===== src/rtl/arb_pkg.sv =====
// Shared types and constants for the two-port memory arbiter.
// Holds FSM encoding, requester IDs and the latency counter width helper.
package arb_pkg;

    typedef enum logic [1:0] {
        IDLE = 2'd0,
        BUSY = 2'd1,
        RESP = 2'd2
    } arb_state_t;

    localparam logic REQ_C = 1'b0;
    localparam logic REQ_D = 1'b1;

    // Bits needed to hold MEM_LAT-1 (never less than one bit).
    function automatic int lat_cnt_w(input int lat);
        int w;
        w = 1;
        for (int i = 1; i < 5; i++) begin
            if ((1 << i) < lat) begin
                w = i + 1;
            end
        end
        return w;
    endfunction

endpackage


===== src/rtl/arb_pick.sv =====
// Combinational winner selection between core and DMA requests.
// Round-robin tie-break when ARB_RR_EN is defined, else fixed core priority.
module arb_pick
    import arb_pkg::*;
(
`ifdef ARB_RR_EN
    input  logic rr_last,
`endif
    input  logic core_req,
    input  logic dma_req,
    output logic valid,
    output logic winner
);

    // Pick a winner from the current request pair.
    always_comb begin
        valid  = core_req | dma_req;
        winner = REQ_C;
`ifdef ARB_RR_EN
        if (core_req && dma_req) begin
            winner = ~rr_last;
        end else if (dma_req) begin
            winner = REQ_D;
        end
`else
        if (!core_req && dma_req) begin
            winner = REQ_D;
        end
`endif
    end

endmodule


===== src/rtl/mem_port_arbiter.sv =====
// Shares one fixed-latency memory port between the core and a DMA engine.
// Optional round-robin arbitration via ARB_RR_EN (default: core priority).
module mem_port_arbiter
    import arb_pkg::*;
#(
    parameter int DATA_W  = 32,
    parameter int ADDR_W  = 32,
    parameter int MEM_LAT = 2
) (
    input  logic              clk,
    input  logic              rst,
    input  logic              core_req_i,
    input  logic              core_we_i,
    input  logic [ADDR_W-1:0] core_addr_i,
    input  logic [DATA_W-1:0] core_wdata_i,
    output logic              core_gnt_o,
    output logic              core_rvalid_o,
    output logic              core_stall_o,
    input  logic              dma_req_i,
    input  logic              dma_we_i,
    input  logic [ADDR_W-1:0] dma_addr_i,
    input  logic [DATA_W-1:0] dma_wdata_i,
    output logic              dma_gnt_o,
    output logic              dma_rvalid_o,
    output logic [DATA_W-1:0] rdata_o,
    output logic              mem_read_o,
    output logic              mem_write_o,
    output logic [ADDR_W-1:0] mem_addr_o,
    output logic [DATA_W-1:0] mem_wdata_o,
    input  logic [DATA_W-1:0] mem_rdata_i
);

    localparam int CNT_W = lat_cnt_w(MEM_LAT);
    localparam logic [CNT_W-1:0] CNT_INIT = CNT_W'(MEM_LAT - 1);

    arb_state_t       state;
    logic [CNT_W-1:0] cnt;
    logic             owner;
    logic             pick_valid;
    logic             pick_winner;
    logic             accept;
    logic             sel_we;
    logic [ADDR_W-1:0] sel_addr;
    logic [DATA_W-1:0] sel_wdata;

`ifdef ARB_RR_EN
    logic rr_last;
`endif

    arb_pick u_pick (
`ifdef ARB_RR_EN
        .rr_last  (rr_last),
`endif
        .core_req (core_req_i),
        .dma_req  (dma_req_i),
        .valid    (pick_valid),
        .winner   (pick_winner)
    );

    // Grants are only issued from IDLE and are suppressed while in reset.
    assign accept       = (state == IDLE) & pick_valid & ~rst;
    assign core_gnt_o   = accept & (pick_winner == REQ_C);
    assign dma_gnt_o    = accept & (pick_winner == REQ_D);
    assign core_stall_o = core_req_i & ~core_rvalid_o;

    // Mux the winning requester's command for latching.
    always_comb begin
        sel_we    = core_we_i;
        sel_addr  = core_addr_i;
        sel_wdata = core_wdata_i;
        if (pick_winner == REQ_D) begin
            sel_we    = dma_we_i;
            sel_addr  = dma_addr_i;
            sel_wdata = dma_wdata_i;
        end
    end

    // Access FSM: accept, hold command for MEM_LAT cycles, respond.
    always_ff @(posedge clk or posedge rst) begin
        if (rst) begin
            state         <= IDLE;
            cnt           <= '0;
            owner         <= REQ_C;
            mem_read_o    <= 1'b0;
            mem_write_o   <= 1'b0;
            mem_addr_o    <= '0;
            mem_wdata_o   <= '0;
            rdata_o       <= '0;
            core_rvalid_o <= 1'b0;
            dma_rvalid_o  <= 1'b0;
        end else begin
            core_rvalid_o <= 1'b0;
            dma_rvalid_o  <= 1'b0;
            unique case (state)
                IDLE: begin
                    if (accept) begin
                        owner       <= pick_winner;
                        cnt         <= CNT_INIT;
                        mem_read_o  <= ~sel_we;
                        mem_write_o <= sel_we;
                        mem_addr_o  <= sel_addr;
                        mem_wdata_o <= sel_wdata;
                        state       <= BUSY;
                    end
                end
                BUSY: begin
                    if (cnt == '0) begin
                        if (mem_read_o) begin
                            rdata_o <= mem_rdata_i;
                        end
                        mem_read_o    <= 1'b0;
                        mem_write_o   <= 1'b0;
                        core_rvalid_o <= (owner == REQ_C);
                        dma_rvalid_o  <= (owner == REQ_D);
                        state         <= RESP;
                    end else begin
                        cnt <= cnt - 1'b1;
                    end
                end
                RESP: begin
                    state <= IDLE;
                end
                default: begin
                    state <= IDLE;
                end
            endcase
        end
    end

`ifdef ARB_RR_EN
    // Remember the last granted port for the round-robin tie-break.
    always_ff @(posedge clk or posedge rst) begin
        if (rst) begin
            rr_last <= REQ_D;
        end else if (accept) begin
            rr_last <= pick_winner;
        end
    end
`endif

endmodule


===== config.mk =====
export PLATFORM = sky130hd
export DESIGN_NAME = mem_port_arbiter
export DESIGN_NICKNAME = d
export VERILOG_FILES = /design/src/rtl/arb_pkg.sv /design/src/rtl/arb_pick.sv /design/src/rtl/mem_port_arbiter.sv
export SDC_FILE = /design/constraint.sdc
export NUM_CORES = 1
export LEC_CHECK = 0
export ABC_CLOCK_PERIOD_IN_PS = 6900
export BUFFER_PORTS_ARGS = -buffer_cell sky130_fd_sc_hd__buf_2
export CORE_AREA = 2 2 104 106
export CTS_BUF_LIST = sky130_fd_sc_hd__clkbuf_8
export CTS_CLUSTER_DIAMETER = 80
export DETAILED_ROUTE_END_ITERATION = 10
export DIE_AREA = 0 0 106 108
export GPL_ROUTABILITY_DRIVEN = 0
export PLACE_DENSITY = 0.82
export SYNTH_ARGS = -nofsm -noshare
export SYNTH_HDL_FRONTEND = slang
export SYNTH_SLANG_ARGS = --single-unit

===== constraint.sdc =====
create_clock -name clk -period 6.9 [get_ports clk]
set_clock_uncertainty 0.15 [all_clocks]
set_input_delay 1.38 -clock clk [delete_from_list [all_inputs] [get_ports clk]]
set_output_delay 1.38 -clock clk [all_outputs]
set_load 0.01 [all_outputs]

==> reports/metrics.yaml, run 1 <==
run_status: "finished clean"
drc_errors: 0
power_density_nw_per_um2: 389
clkSinkCount: 104
insertedDiodeCount: 0
gr-total-overflow: 0
slew_viol_final: 0
finalSetupViolations: 0
fp.dieArea_um2: 11400
htreeDepth: 3
fmax_mhz: 252
dpl.hpwl_um: 8740
criticalPathCategory: "in -> out"
period_share_pct: 57.6
ios: 269
p_leak_nw: 3.14
ir_drop_mv: 0.169
netlist.area_leader.share_pct: 55.6
tns_ps: 0
die_h_um: 108
final_cells: 711
insertion_delay_ps: 350
routed-via-count: 3456
start_util_pct: 45.7
drt-total-wl_um: 11300
antenna_found_initial: 0
cts_made_buffers: 9
yosysSeqAreaShare_pct: 55.6
grt_util_all_layers_pct: 19.2
hold_class: "reg -> reg"
critPathRequiredTime_ps: 5370
hold_viol: 0
layout.nets: 737
wl_per_cell_um: 15.8
final_common_cell: "buf_2"
drtIter0Drc: 77
post_cts_buffers: 0
synth_seq_cells: 104
cts_resized: 0
cts.clk_slew.worst_paths_ps: 90
die_x_um: 106
worstMarginPinSlew_ps: 804
placed_area_um2: 6110
clock-root-buffer: "clkbuf_8"
max_cap_viol_count: 0
ant_nets: 0
startpoint_type: "primary input"
synth_area_leader_cell: "dfrtp_1"
fin_area_um2: 6320
grt_start_max_net_pins: 66
ys_warn_count: 0
dp_worst_setup_slack_ps: 2920
cts_buffer_depth: 2
dp.cells: 696
path_max_fanout: 5
drive_gt1_share_pct: 73.2
grt_pass1_vias: 3732
synth.area.top_cells: "dfrtp_1 56%, mux2_2 32%, mux2_1 7.5%"
min_period_ps: 3970
syn_inst: 308
core_area_um2: 10200
grt_pass1_wl_um: 17100
cts_hold_buf: 0
final_core_util_pct: 61.8
cts_tree: "yes"
rsz0062_at_grt: "no"
cp-end-kind: "primary output"
drtPass1Iterations: 4
layout_common_cells: "268 x buf_2, 131 x mux2_2, 104 x dfrtp_1, 31 x mux2_1, 9 x clkbuf_8"
worst_slack_ps: 2930
port_buffers: 268
routed_via_density: 4.86
syn_to_final_growth_pct: 35.1
rows: 37
synth_area_per_cell_um2: 15.2
netlist_area_um2: 4680
maxSlewHeadroom_pct: 46.4
synth.net_count: 474
final.fill_count: 816
cp_data_arrival_time_ps: 2440
ys_types: 19
-- cell families (layout without fill, tap and decap cells) --
family	Yosys count	count (layout)	synth area share (%)
multiplexers	164	164	39.4
flip-flops	104	104	55.6
AND/OR/NAND/NOR	16	16	1.93
buffers and inverters	23	290	2.94
AO/OA/AOI/OAI	1	1	0.107
-- area by class of cell --
| cell class | instances | area (um2) | area share, % |
|---|---|---|---|
| Clock buffer | 9 | 124 | 1.96 |
| Multi-Input combinational cell | 181 | 1950 | 30.9 |
| Timing Repair Buffer | 272 | 1370 | 21.7 |
| Tap cell | 136 | 170 | 2.69 |
| Sequential cell | 104 | 2600 | 41.2 |
| Clock inverter | 6 | 85.1 | 1.35 |
| Inverter | 3 | 13.8 | 0.218 |
-- per-stage QoR --
stage	hold slack, ps	total power [mW]
after CTS	311	2.50
after global routing	325	2.61
final	311	2.46
after global placement	300	2.04
after detailed placement	298	2.09
after floorplan	263	1.64
-- routing by layer --
| layer | share of wire (%) | GRT usage [%] | up-vias |
|---|---|---|---|
| met5 | 0 | 0 | - |
| met2 | 52 | 35.9 | 169 |
| li1 | - | - | 1612 |
| met4 | 3.4 | 8.93 | 0 |
| met1 | 36 | 20.1 | 1639 |
| met3 | 7.8 | 4.94 | 36 |
-- cell usage after synthesis --
master    number
and2_1         4
or4_1          1
nor2b_1        2
inv_1          2
mux2_1        31
mux2i_1        2
dfrtp_1      104
buf_6          3
o21ai_0        1
clkbuf_1       4
buf_4          5
nor4_1         1
mux2_2       131
buf_2          8
or3b_1         1
nand3b_1       1
nand2_1        3
inv_2          1
nor2_1         3
-- state kept, by name, summed over array words and instances (netlist names) --
register,count
mem_read_o,1
mem_addr_o,32
dma_rvalid_o,1
mem_wdata_o,32
mem_write_o,1
state,2
rdata_o,32
core_rvalid_o,1
cnt,1
owner,1
-- final timing paths --
path | start | end | slack, ps | cells after the start
max reg2reg | state[0] | mem_wdata_o[19] | 4620 | 3
min reg2reg | owner | core_rvalid_o | 310 | 1
max in group asynchronous | rst | rdata_o[31] | 4500 | 3
min | owner | core_rvalid_o | 310 | 1
max | rst | core_gnt_o | 2930 | 4
min in group asynchronous | rst | mem_addr_o[24] | 970 | 2
-- worst max-delay path, stage by stage --
cell	delay, ps
buf_2	130
or4_1	620
nor2_1	160
buf_2	150
-- report_power, final --
group / internal [mW] / switching, mW
combinational: 0.522 / 0.473
sequential: 0.914 / 0.149
clock: 0.202 / 0.200
(Power assumes the default switching activity.)
==> inputs of run 2 (changes only) <==
--- a/config.mk
+++ b/config.mk
@@ -5,7 +5,7 @@
 export SDC_FILE = /design/constraint.sdc
 export NUM_CORES = 1
 export LEC_CHECK = 0
-export ABC_CLOCK_PERIOD_IN_PS = 6900
+export ABC_CLOCK_PERIOD_IN_PS = 4100
 export BUFFER_PORTS_ARGS = -buffer_cell sky130_fd_sc_hd__buf_2
 export CORE_AREA = 2 2 104 106
 export CTS_BUF_LIST = sky130_fd_sc_hd__clkbuf_8
==> constraint.sdc (replaced) <==
create_clock -name clk -period 4.1 [get_ports clk]
set_clock_uncertainty 0.15 [all_clocks]
set_input_delay 0.82 -clock clk [delete_from_list [all_inputs] [get_ports clk]]
set_output_delay 0.82 -clock clk [all_outputs]
set_load 0.01 [all_outputs]
==> reports/metrics.yaml, run 2 (synthesized netlist as in run 1, its figures left out) <==
placed_area_um2: 6130  # +0.37%
drtIter0Drc: 100  # +30%
die_x_um: 106  # unchanged
drc_errors: 0  # unchanged
port_buffers: 268  # unchanged
critPathRequiredTime_ps: 3130  # -2240 ps
power_density_nw_per_um2: 645  # +66%
layout_common_cells: "268 x buf_2, 131 x mux2_2, 104 x dfrtp_1, 31 x mux2_1, 11 x clkbuf_8"
layout.nets: 740  # +0.41%
hp-start: "owner"
fp.dieArea_um2: 11400  # unchanged
hold_viol: 0  # unchanged
core_area_um2: 10200  # unchanged
worstMarginPinSlew_ps: 916  # +112 ps
timing.rr.end: "rdata_o[22]"
maxSlewHeadroom_pct: 38.9  # -7.5 points
dp.cells: 699  # +0.43%
worst_slack_ps: 1240  # -1680 ps
p_leak_nw: 3.15  # +0.33%
post_cts_buffers: 0  # unchanged
finalSetupViolations: 0  # unchanged
r2r_slack_ps: 1950  # -2670 ps
cts.clk_slew.worst_paths_ps: 90  # about the same
whs_path_depth: 1  # unchanged
syn_to_final_growth_pct: 35.2  # about the same
grt_pass1_wl_um: 17500  # +2.4%
rsz0062_at_grt: "no"
final_core_util_pct: 61.8  # about the same
cts_resized: 0  # unchanged
clock-root-buffer: "clkbuf_8"
ir_drop_mv: 0.331  # +96%
final.fill_count: 837  # +2.6%
grt_util_all_layers_pct: 19.7  # +0.59 points
cts_hold_buf: 0  # unchanged
fmax_mhz: 350
drtPass1Iterations: 4  # unchanged
startpoint_type: "primary input"
insertion_delay_ps: 350  # about the same
drt-total-wl_um: 11400  # +1.4%
regArea_um2: 2600  # unchanged
run_status: "finished clean"
grt_pass1_vias: 3665  # -1.8%
htreeDepth: 3  # unchanged
start_util_pct: 45.7  # unchanged
rows: 37  # unchanged
period_share_pct: 69.7
largestRegisters: "mem_addr_o x32, mem_wdata_o x32, rdata_o x32"
r2r_cells: 5  # +2
cts_buffer_depth: 2  # unchanged
routed-via-count: 3465  # +0.26%
max_cap_viol_count: 0  # unchanged
min_to: "core_rvalid_o"
slew_viol_final: 0  # unchanged
clkSinkCount: 104  # unchanged
grt_start_max_net_pins: 78  # +18%
criticalPathCategory: "in -> out"
path_max_fanout: 5  # unchanged
routed_via_density: 4.84  # -0.44%
cts_tree: "yes"
cts_made_buffers: 9  # unchanged
drive_gt1_share_pct: 73.4  # +0.19 points
fin_area_um2: 6330  # about the same
tns_ps: 0  # unchanged
wl_per_cell_um: 15.9  # +0.73%
final_cells: 716  # +0.70%
timing.rr.start: "state[1]"
dpl.hpwl_um: 8950  # +2.4%
cp_data_arrival_time_ps: 1890  # -550 ps
die_h_um: 108  # unchanged
antenna_found_initial: 1  # +1
final_common_cell: "buf_2"
ant_nets: 0  # unchanged
min_period_ps: 2860
gr-total-overflow: 0  # unchanged
dp_worst_setup_slack_ps: 1250  # -1670 ps
hold_class: "reg -> reg"
cp-end-kind: "primary output"
multiInputGateArea_um2: 1950  # unchanged
ios: 269  # unchanged
cp-startpoint: "core_req_i"
-- run 2: changes by cell type in the layout (fill, tap and decap cells not counted) --
cell | before | now
buf_4 | 4 | 7
clkinvlp_4 | 1 | 0
bufinv_16 | 2 | 0
clkinv_2 | 1 | 0
clkbuf_8 | 9 | 11
clkinv_4 | 0 | 2
diode_2 | 0 | 1
inv_6 | 1 | 2
-- run 2: area by class of cell --
| type | count | area share, % |
|---|---|---|
| repair buffers | 275 | 22.0 |
| flip-flops and latches | 104 | 41.1 |
| clock inverters | 5 | 0.613 |
| diodes | 1 | 0.0396 |
| multi-input cells | 181 | 30.9 |
| well taps | 136 | 2.69 |
| clock buffers | 11 | 2.39 |
| inverters | 3 | 0.218 |
-- run 2: routing by layer --
metal | up-vias | track usage [%] | wire (um)
met5 | - | 0 | 0
met4 | 0 | 5.83 | 177
met3 | 18 | 6.03 | 828
met2 | 145 | 37.1 | 6100
met1 | 1676 | 21.4 | 4320
li1 | 1626 | - | -
-- run 2: through the flow --
step                      power [mW]  hold WS, ps
after detailed placement        3.53          295
after CTS                       4.14          312
after global placement          3.44          297
after global routing            4.35          333
after floorplan                 2.76          263
final                           4.08          319
-- run 2: worst max-delay path by stage --
| stage | to | slack [ps] | cells after the start |
|---|---|---|---|
| 2_1_floorplan | cnt | 400 | 1 |
| 3_3_place_gp | core_gnt_o | 1250 | 4 |
| 3_5_place_dp | core_gnt_o | 1250 | 5 |
| 4_1_cts | core_gnt_o | 1240 | 5 |
| 5_1_grt | core_gnt_o | 1160 | 5 |
| 6_report | core_gnt_o | 1240 | 5 |
-- run 2: where the power goes --
group | internal, mW | total [mW] | switching, mW
Combinational | 0.882 | 1.68 | 0.795
Clock | 0.259 | 0.612 | 0.353
Sequential | 1.54 | 1.79 | 0.253
-- run 2: critical path: stages --
cell    delay, ps
buf_2         120
nor2_1         80
or4_1         560
nor2_1        150
buf_2         150
==> inputs of run 3 (changes only) <==
--- a/config.mk
+++ b/config.mk
@@ -5,15 +5,15 @@
 export SDC_FILE = /design/constraint.sdc
 export NUM_CORES = 1
 export LEC_CHECK = 0
-export ABC_CLOCK_PERIOD_IN_PS = 4100
+export ABC_CLOCK_PERIOD_IN_PS = 2400
 export BUFFER_PORTS_ARGS = -buffer_cell sky130_fd_sc_hd__buf_2
-export CORE_AREA = 2 2 104 106
+export CORE_ASPECT_RATIO = 1.5
+export CORE_UTILIZATION = 41
 export CTS_BUF_LIST = sky130_fd_sc_hd__clkbuf_8
 export CTS_CLUSTER_DIAMETER = 80
 export DETAILED_ROUTE_END_ITERATION = 10
-export DIE_AREA = 0 0 106 108
 export GPL_ROUTABILITY_DRIVEN = 0
-export PLACE_DENSITY = 0.82
+export PLACE_DENSITY = 0.79
 export SYNTH_ARGS = -nofsm -noshare
 export SYNTH_HDL_FRONTEND = slang
 export SYNTH_SLANG_ARGS = --single-unit
==> constraint.sdc (replaced) <==
create_clock -name clk -period 2.4 [get_ports clk]
set_clock_uncertainty 0.15 [all_clocks]
set_input_delay 0.48 -clock clk [delete_from_list [all_inputs] [get_ports clk]]
set_output_delay 0.48 -clock clk [all_outputs]
set_load 0.01 [all_outputs]
==> reports/metrics.yaml, run 3 (synthesized netlist as in run 1, its figures left out) <==
hold_viol: 0  # unchanged
fp.dieArea_um2: 11900  # +3.5%
dp.cells: 711  # +1.7%
comb_power_share_pct: 41.4  # +0.3 points
rows: 47  # +27%
maxSlewHeadroom_pct: 51.5  # +13 points
insertion_delay_ps: 350  # about the same
min_period_ps: 2360
cts.clk_slew.worst_paths_ps: 90  # about the same
r2r_slack_ps: 370  # -1580 ps
met2_usage_pct: 35.6  # -1.6 points
final_cells: 727  # +1.5%
path_max_fanout: 5  # unchanged
max_cap_viol_count: 0  # unchanged
cp_data_arrival_time_ps: 1730  # -160 ps
port_buffers: 268  # unchanged
ir_drop_mv: 0.543  # +64%
die_h_um: 133  # +23%
worst_slack_ps: 37.4  # -1210 ps
period_share_pct: 98.4
power_density_nw_per_um2: 1100  # +71%
grt_pass1_wl_um: 17500  # about the same
critPathRequiredTime_ps: 1770  # -1360 ps
cp-end-kind: "primary output"
drive_gt1_share_pct: 73.4  # about the same
ant_nets: 0  # unchanged
hold_class: "in -> async"
antenna_found_initial: 0  # -1
crit_slowest_cell: "nor4_2"
start_util_pct: 42.3  # -3.4 points
wl_per_cell_um: 15.6  # -2.0%
worstMarginPinSlew_ps: 728  # -188 ps
placed_area_um2: 6190  # +0.98%
criticalPathCategory: "reg -> out"
r2r_cells: 3  # -2
run_status: "finished clean"
die_x_um: 89.2  # -16%
post_cts_buffers: 0  # unchanged
htreeDepth: 3  # unchanged
grtUsageMet1_pct: 20.0  # -1.5 points
top_usage_layer: "met2"
p_sw_share_pct: 33.7  # -0.65 points
layout.nets: 741  # +0.14%
cts_made_buffers: 9  # unchanged
drc_errors: 0  # unchanged
largestRegisters: "mem_addr_o x32, mem_wdata_o x32, rdata_o x32"
drtPass1Iterations: 3  # -1
cpPeakStageDelay_ps: 590  # +30 ps
slew_viol_final: 0  # unchanged
gr-total-overflow: 0  # unchanged
rsz0062_at_grt: "yes"
ios: 269  # unchanged
routed-via-count: 3462  # -0.087%
dpl.hpwl_um: 9150  # +2.2%
grt_use_met3_pct: 5.18  # -0.85 points
clkSinkCount: 104  # unchanged
timing.rr.end: "mem_wdata_o[14]"
cts_resized: 0  # unchanged
core_area_um2: 11100  # +8.1%
intPower_mw: 4.67  # +74%
drt-total-wl_um: 11400  # -0.46%
grt_pass1_vias: 3753  # +2.4%
timing.rr.start: "state[0]"
grt_util_all_layers_pct: 19.5  # -0.26 points
cts_buffer_depth: 2  # unchanged
clock-root-buffer: "clkbuf_8"
syn_to_final_growth_pct: 36.6
startpoint_type: "flip-flop"
cts_tree: "yes"
routed_via_density: 4.76  # -1.6%
dp_worst_setup_slack_ps: 253  # -993 ps
crit_chain: "nor4_2, and2_1, buf_2"
drtIter0Drc: 55  # -45%
grt_start_max_net_pins: 60  # -23%
layout_common_cells: "268 x buf_2, 131 x mux2_2, 104 x dfrtp_1, 31 x mux2_1, 10 x clkbuf_8"
fmax_mhz: 423
final.fill_count: 974  # +16%
final_common_cell: "buf_2"
cts_hold_buf: 0  # unchanged
p_leak_nw: 3.17  # +0.39%
p_seq_share_pct: 43.5  # -0.4 points
p_sw_mw: 2.37  # +69%
insertedDiodeCount: 0  # -1
finalSetupViolations: 0  # unchanged
clkPwrFrac_pct: 15.1  # about the same
fin_area_um2: 6390  # +1.0%
[run 3: changes by cell type in the layout (fill, tap and decap cells not counted)]
| cell | before | now |
|---|---|---|
| inv_4 | 1 | 0 |
| clkinv_2 | 0 | 2 |
| buf_12 | 0 | 3 |
| clkinv_4 | 2 | 1 |
| bufinv_16 | 0 | 1 |
| buf_4 | 7 | 5 |
| diode_2 | 1 | 0 |
| clkbuf_8 | 11 | 10 |
| clkinvlp_4 | 0 | 2 |
| inv_6 | 2 | 0 |
[run 3: power by group through the flow]
stage / Sequential, mW / Combinational (mW) / Clock [mW]
4_1_cts: 3.07 / 2.97 / 1.12
6_report: 3.06 / 2.92 / 1.06
5_1_grt: 3.18 / 3.17 / 1.18
3_5_place_dp: 3.10 / 2.97 / 0
2_1_floorplan: 3.48 / 1.23 / 0
3_3_place_gp: 3.05 / 2.87 / 0
[run 3: final cells by class]
class	instances	area, um2	share of cell area (%)
clock buffers	10	138	2.15
clock inverters	6	60.1	0.940
inverters	3	15.0	0.235
multi-input cells	181	1950	30.6
flip-flops and latches	104	2600	40.7
well taps	147	184	2.88
repair buffers	276	1440	22.5
[run 3: worst max path at each step]
stage	end	slack [ps]	start
global placement	mem_wdata_o[17]	290	rst
global route	dma_gnt_o	-60	state[0]
CTS	dma_gnt_o	10	state[0]
detailed placement	mem_wdata_o[14]	250	rst
finish	dma_gnt_o	40	state[0]
floorplan	dma_gnt_o	380	rst
[run 3: per-layer routing]
layer	wire, um	up-vias
met3	918	21
met2	6150	177
li1	-	1619
met5	0	-
met4	283	0
met1	4010	1645
[run 3: stage by stage]
| stage | setup TNS [ps] | hold slack (ps) | power [mW] | util, % |
|---|---|---|---|---|
| finish | 0 | 180 | 7.04 | 57.8 |
| global placement | 0 | 301 | 5.92 | 56.0 |
| CTS | 0 | 160 | 7.16 | 57.8 |
| floorplan | 0 | 263 | 4.72 | - |
| detailed placement | 0 | 306 | 6.07 | 56.0 |
| global route | -107 | 161 | 7.52 | 57.8 |
[run 3: critical path, delay by kind of cell (launching register included)]
| family | cells | cell delay [ps] |
|---|---|---|
| buffers and inverters | 1 | 130 |
| AND/OR/NAND/NOR | 2 | 810 |
| flip-flops | 1 | 440 |
